**config.mk**
```make
export PLATFORM = sky130hd
export DESIGN_NAME = arf066b064e1r1w0cbbehsaa4acw_ctech_sync_bank
export DESIGN_NICKNAME = d
export VERILOG_FILES = /design/src/rtl/arf066b064e1r1w0cbbehsaa4acw_ctech_sync_bank.sv
export SDC_FILE = /design/constraint.sdc
export NUM_CORES = 1
export LEC_CHECK = 0
export CAP_MARGIN = 20
export CORE_MARGIN = 4
export CORE_UTILIZATION = 52
export DETAILED_ROUTE_END_ITERATION = 12
export PLACE_DENSITY = 0.83
export SYNTH_ARGS = -nofsm -noshare
export SYNTH_HDL_FRONTEND = slang
export SYNTH_SLANG_ARGS = --single-unit
```
**constraint.sdc**
```tcl
create_clock -name clk -period 1.6 [get_ports clk]
set_input_delay 0.24 -clock clk [delete_from_list [all_inputs] [get_ports clk]]
set_output_delay 0.24 -clock clk [all_outputs]
set_load 0.005 [all_outputs]
```
**src/rtl/arf066b064e1r1w0cbbehsaa4acw_ctech_sync_bank.sv**
```systemverilog
// Multi-bit synchroniser bank for async register-file control strobes.
// Per channel: sync chain, consecutive-cycle glitch filter, registered edge pulses.
module arf066b064e1r1w0cbbehsaa4acw_ctech_sync_bank #(
  parameter int               WIDTH    = 8,
  parameter int               STAGES   = 2,
  parameter logic [WIDTH-1:0] RST_VAL  = '0,
  parameter int               FILT_CNT = 3
) (
  input  logic             clk,
  input  logic             rst,
  input  logic [WIDTH-1:0] d_async,
  input  logic             freeze,
  output logic [WIDTH-1:0] q,
  output logic [WIDTH-1:0] rise,
  output logic [WIDTH-1:0] fall,
  output logic             chg_any
);

  localparam int CW = $clog2(FILT_CNT + 1);
  localparam logic [CW-1:0] CNT_LAST = CW'(FILT_CNT - 1);

  generate
    if (STAGES < 2 || FILT_CNT < 1 || WIDTH < 1) begin : g_bad_param
      $error("sync_bank: illegal parameters (STAGES>=2, FILT_CNT>=1, WIDTH>=1)");
    end
  endgenerate

  logic [WIDTH-1:0] chain [STAGES];
  logic [WIDTH-1:0] s;
  logic [CW-1:0]    cnt      [WIDTH];
  logic [CW-1:0]    cnt_next [WIDTH];
  logic [WIDTH-1:0] q_next;
  logic [WIDTH-1:0] rise_next;
  logic [WIDTH-1:0] fall_next;

  // Plain flop-to-flop chain; it keeps shifting even while frozen.
  always_ff @(posedge clk) begin
    if (rst) begin
      for (int k = 0; k < STAGES; k++) chain[k] <= RST_VAL;
    end else begin
      chain[0] <= d_async;
      for (int k = 1; k < STAGES; k++) chain[k] <= chain[k-1];
    end
  end

  assign s = chain[STAGES-1];

  always_comb begin
    q_next = q;
    for (int i = 0; i < WIDTH; i++) begin
      cnt_next[i] = cnt[i];
      if (!freeze) begin
        if (s[i] == q[i]) begin
          cnt_next[i] = '0;
        end else if (cnt[i] >= CNT_LAST) begin
          q_next[i]   = s[i];
          cnt_next[i] = '0;
        end else begin
          cnt_next[i] = cnt[i] + CW'(1);
        end
      end
    end
    rise_next = ~q & q_next;
    fall_next = q & ~q_next;
  end

  // Pulses register alongside q, so they mark the first cycle of the new level.
  always_ff @(posedge clk) begin
    if (rst) begin
      q       <= RST_VAL;
      rise    <= '0;
      fall    <= '0;
      chg_any <= 1'b0;
      for (int i = 0; i < WIDTH; i++) cnt[i] <= '0;
    end else begin
      q       <= q_next;
      rise    <= rise_next;
      fall    <= fall_next;
      chg_any <= |(rise_next | fall_next);
      for (int i = 0; i < WIDTH; i++) cnt[i] <= cnt_next[i];
    end
  end

endmodule

```
# --- Word-level counts from Yosys, hierarchy flattened ---
# Memories as Yosys holds them, arrays and structs flattened.
# Index checks and enable logic that the tools add are counted.
classes:
  add_sub_neg: 8
  n_eq_ne: 8
  order_cmp: 8
  n_bitwise: 15
  muxes: 61
  n_reduce_logical: 1
op_table:
  columns: ["cell", "count"]
  rows:
  - ["$mux 2", 32]
  - ["$mux 1", 27]
  - ["$add 2x1->2 const B", 8]
  - ["$and 8x8->8", 2]
  - ["$ge 2x2->1 const B", 8]
  - ["$mux 8", 2]
  - ["$not 8->8", 2]
  - ["$or 1x1->1", 10]
  - ["$eq 1x1->1", 8]
  - ["$or 8x8->8", 1]
  - ["$reduce_or 8->1", 1]
totals:
  out_inout_bits: 25
  ramBits: 32
  elab_cells: 107
  memories: 2
  ff_bits: 25
  inputBits: 11
memory_table:
  columns: ["name", "depth", "width", "rd", "rd_ports_with_merged_regs", "write_ports", "line_no", "source"]
  rows:
  - ["chain", 2, 8, 2, 0, 2, "28", "logic [WIDTH-1:0] chain [STAGES];"]
  - ["cnt", 8, 2, 8, 0, 8, "30", "logic [CW-1:0] cnt [WIDTH];"]

# --- Logic depth before layout (Yosys ltp) ---
depth:
  ltp_word: 8
  depth_mapped: 8
  ltp_nobuf: 7

# --- Least setup slack after synthesis ---
# No wires, ideal clock.
synth_path:
  kind: "input -> register"
  start: "input freeze"
  end: "register chg_any"
  n_path_buf: 1
  slack_ns: 0.163
  setup_time_ns: 0.128
  t_arrival_ns: 1.309
  t_required_ns: 1.472
  cell_stages: 8
  cell_sequence: "clkbuf_2 -> nor2b_1 -> mux2i_1 -> inv_1 -> ha_1 -> nand4_1 -> nor2_1 -> nor2_1"
synth_via:
  elab_chain_len: 5
  word_cells_on_any_way: 13
  classes_between: "mux: 8; bitwise: 4; reduce/logical: 1"
synth_rtl:
  columns: ["element", "line_no", "source"]
  rows:
  - ["start: declaration", "12", "input logic freeze,"]
  - ["$mux 1 *", "52", "if (!freeze) begin"]
  - ["named net q_next[3]", "32", "logic [WIDTH-1:0] q_next;"]
  - ["$not 8->8", "64", "fall_next = q & ~q_next;"]
  - ["$and 8x8->8", "64", null]
  - ["$or 8x8->8 *", "79", "chg_any <= |(rise_next | fall_next);"]
  - ["$reduce_or 8->1 *", "79", null]
  - ["end signal: assignment", "79", null]
  - ["end: declaration", "16", "output logic chg_any"]
# Mark *: on every way through the listed nets, which the timed path passes. The rest lies on a longest branch.
# A chain may end at the register's enable or synchronous reset.

# --- Worst setup path after layout ---
layout_path:
  start: "register q[7]"
  end: "output q[7]"
layout_lines:
  columns: ["element", "line_no", "source"]
  rows:
  - ["start: declaration", "13", "output logic [WIDTH-1:0] q,"]
  - ["start signal: assignment", "76", "q <= q_next;"]
# No word-level cell between the ends.

==> run_results.csv <==
group,metric,value,unit
status,status,"finished clean",
floorplanning,fp.dieW,72.7,um
sta,finalCritPeriodShare,96.7,%
floorplanning,die_h,72.7,um
critical_path,r2r_slack,0.07,ns
cells_and_area,synthToLayoutAreaGrowth,34.6,%
clock_network,root_buffer,"clkbuf_8",
synth,synth_nets,242,
cells_and_area,regArea,1140,um^2
critical_path,r2r_cells,7,
synth,ys_warn_count,0,
routing,vias_per_cell,4.86,
sta,hold_viol_final,0,
synth,syn_inst,215,
routing,wire_per_inst,11.8,um
power,seq_power_share,49.5,%
clock_network,cts_sinks,57,
routing,vias,1576,
synth,synth_area_per_cell,10.1,um^2
worst_hold_path,min_delay_worst_endpoint,"cnt[1][7]",
synth,synth_top_cell_by_area,"dfxtp_1",
cells_and_area,nFillCells,308,
grt,first_global_vias,1448,
critical_path,cp_top_family,"buffers and inverters",
grt,overflow,0,
floorplanning,ios,36,
worst_hold_path,min_path_cells,3,
power,clkPwrFrac,46.9,%
routing,first_pass_iters,4,
placement,post_dp_cell_area,2660,um^2
sta,finalMaxSlewViolations,0,
floorplanning,coreArea,4030,um^2
routing,wirelength,3830,um
placement,io_buffers,35,
grt,antenna_found_initial,0,
placement,place.detailed.hpwl,2480,um
clock_network,clockBufferDepth,2,
sta,hold_slack,0.347,ns
sta,post-route-min-period,1.55,ns
critical_path,crit_buf_inv,1,
critical_path,worst-path-max-fanout,5,
synth,synth_top_area_share,52.4,%
cells_and_area,postLayoutCoreUtil,72.7,%
critical_path,cpPeakStageDelay,0.54,ns
routing,drt_iter0_drc,69,
routing,drc,0,
clock_network,numCtsBuffers,9,
synth,synth_cell_types,18,
power,pwr_density_cell,1000,nW/um^2
synth,netlist_area,2180,um^2
sta,tns,0,ns
sta,fmaxAchievable,647,MHz
worst_hold_path,hp-class,"input port to register",
critical_path,crit_type,"register to output pin",
clock_network,h-tree-depth,3,
clock_network,ctsHoldBuffers,0,
sta,worst_pin_slew,0.202,ns
sta,slew_headroom,86.1,%
critical_path,path_cells,"clkdlybuf4s50_1",
clock_network,cts.clk_slew.worst_paths,0.06,ns
grt,grt_first_pass_wirelength,6250,um
critical_path,worstReg2RegStart,"cnt[1][7]",
cells_and_area,drive_above_1_share,15.0,%
synth,ys_seq_area_share,52.4,%
critical_path,regToRegEndpoint,"chg_any",
cells_and_area,fin_nets,296,
routing,ant_nets,0,
clock_network,cts_tree,"built",
power,vdd_drop_max,697,uV
synth,synth-seq-cells,57,
critical_path,worstSetupEndpointType,"output pin",
critical_path,crit_arrival,1.31,ns
sta,rsz0062_at_grt,"yes",
placement,finalWeightedCongestion,0.702,
power,power_frac_comb,3.6,%
critical_path,startpoint_type,"register",
power,switching_share,20.2,%
cells_and_area,antenna-diode-count,0,
critical_path,crit_required,1.36,ns
critical_path,worst_path_max_delay_cell,"clkdlybuf4s50_1",
power,intPower,2.35,mW
cells_and_area,multi_input_comb_area,947,um^2
grt,grt_max_degree,58,
floorplanning,die-area,5290,um^2
power,power.leakage,1.18,nW
synth,ys_top_cells_by_area,"dfxtp_1 52%, nor2b_1 10%, ha_1 9.2%",
grt,grt.total_usage,15.8,%
job,drv_cap,0,
worst_hold_path,min_from,"rst",
clock_network,clk_latency,0.33,ns
sta,skew,0.00652,ns
sta,setup_viol,0,
floorplanning,start_util,54.0,%
cells_and_area,fin_area,2930,um^2
power,switchingPower,0.592,mW
floorplanning,fp-row-count,23,
critical_path,critPathLaunch,"q[7]",
repair_timing:
| item | CTS | global route |
|---|---|---|
| pin swaps | 0 | 1 |
| gates resized for setup | 1 | 9 |
| endpoints found under the setup margin | 1 | 2 |
| setup buffers | 3 | 2 |
per-layer routing:
metal / part of all wire, % / wire, um / GRT usage [%]
met4: 2.8 / 108 / 11.7
met5: 0 / 0 / 0
met2: 48 / 1850 / 25.1
met3: 4.3 / 166 / 3.31
met1: 45 / 1710 / 18.8
power groups by stage:
stage                     clock network [mW]  logic, mW  registers, mW
after floorplan                            0     0.0596           1.48
after global routing                    1.45      0.116           1.46
after detailed placement                   0      0.104           1.49
final                                   1.38      0.105           1.45
after CTS                               1.39      0.104           1.46
after global placement                     0      0.103           1.48
cell families after synthesis:
family                   share of synthesized area (%)
AO/OA/AOI/OAI                                     3.68
AND/OR/NAND/NOR                                   23.0
buffers and inverters                             4.77
adder cells (fa/ha/maj)                           9.20
multiplexers                                      3.68
flip-flops                                        52.4
XOR/XNOR                                          3.22
how the worst max path moves through the flow:
stage,to,slack [ns],cells past startpoint
after global routing,chg_any,-0.004,9
final,q[7],0.05,1
after CTS,chg_any,0.03,7
after detailed placement,chg_any,-0.50,9
after global placement,chg_any,-0.44,9
after floorplan,chg_any,0.16,8
cell usage after synthesis, drive strengths merged:
cell / number
xnor2: 8
nand4: 2
mux2i: 8
clkbuf: 7
dfxtp: 57
inv: 16
and2b: 1
or4: 8
or4b: 8
ha: 16
nor2: 10
nor2b: 35
a21oi: 16
buf: 3
nand2b: 4
nand2: 16
area by class of cell:
cell class / instances / area share, %
Clock buffer: 14 / 5.89
Clock inverter: 2 / 1.20
Inverter: 16 / 2.05
Multi-Input combinational cell: 132 / 32.3
Sequential cell: 57 / 39.1
Tap cell: 50 / 2.13
Timing Repair Buffer: 53 / 17.3
flip-flops by register name, summed over array words and instances, names as in the netlist:
signal and cells:
chain 16, cnt 16, q 8, fall 8, chg_any 1, rise 8
cells in the final DEF, fill, tap and decap left out, drive strengths merged:
cell type | synthesis | layout
mux2i | 8 | 8
nand4 | 2 | 2
bufinv | 0 | 1
inv | 16 | 16
ha | 16 | 16
nor2 | 10 | 10
or4 | 8 | 8
dlygate4sd2 | 0 | 1
nor2b | 35 | 35
clkdlybuf4s50 | 0 | 33
or4b | 8 | 8
dfxtp | 57 | 57
and2b | 1 | 1
clkinv | 0 | 1
buf | 3 | 19
a21oi | 16 | 16
nand2 | 16 | 16
nand2b | 4 | 4
xnor2 | 8 | 8
clkbuf | 7 | 14
through the flow:
step | worst slack [ns] | cells | power, mW
final | 0.0533 | 324 | 2.94
after global routing | -0.00355 | 324 | 3.02
after CTS | 0.0254 | 322 | 2.95
after detailed placement | -0.495 | 303 | 1.59
after global placement | -0.440 | 303 | 1.59
after floorplan | 0.163 | 215 | 1.54
No activity file was read; power rests on OpenSTA's default activity.
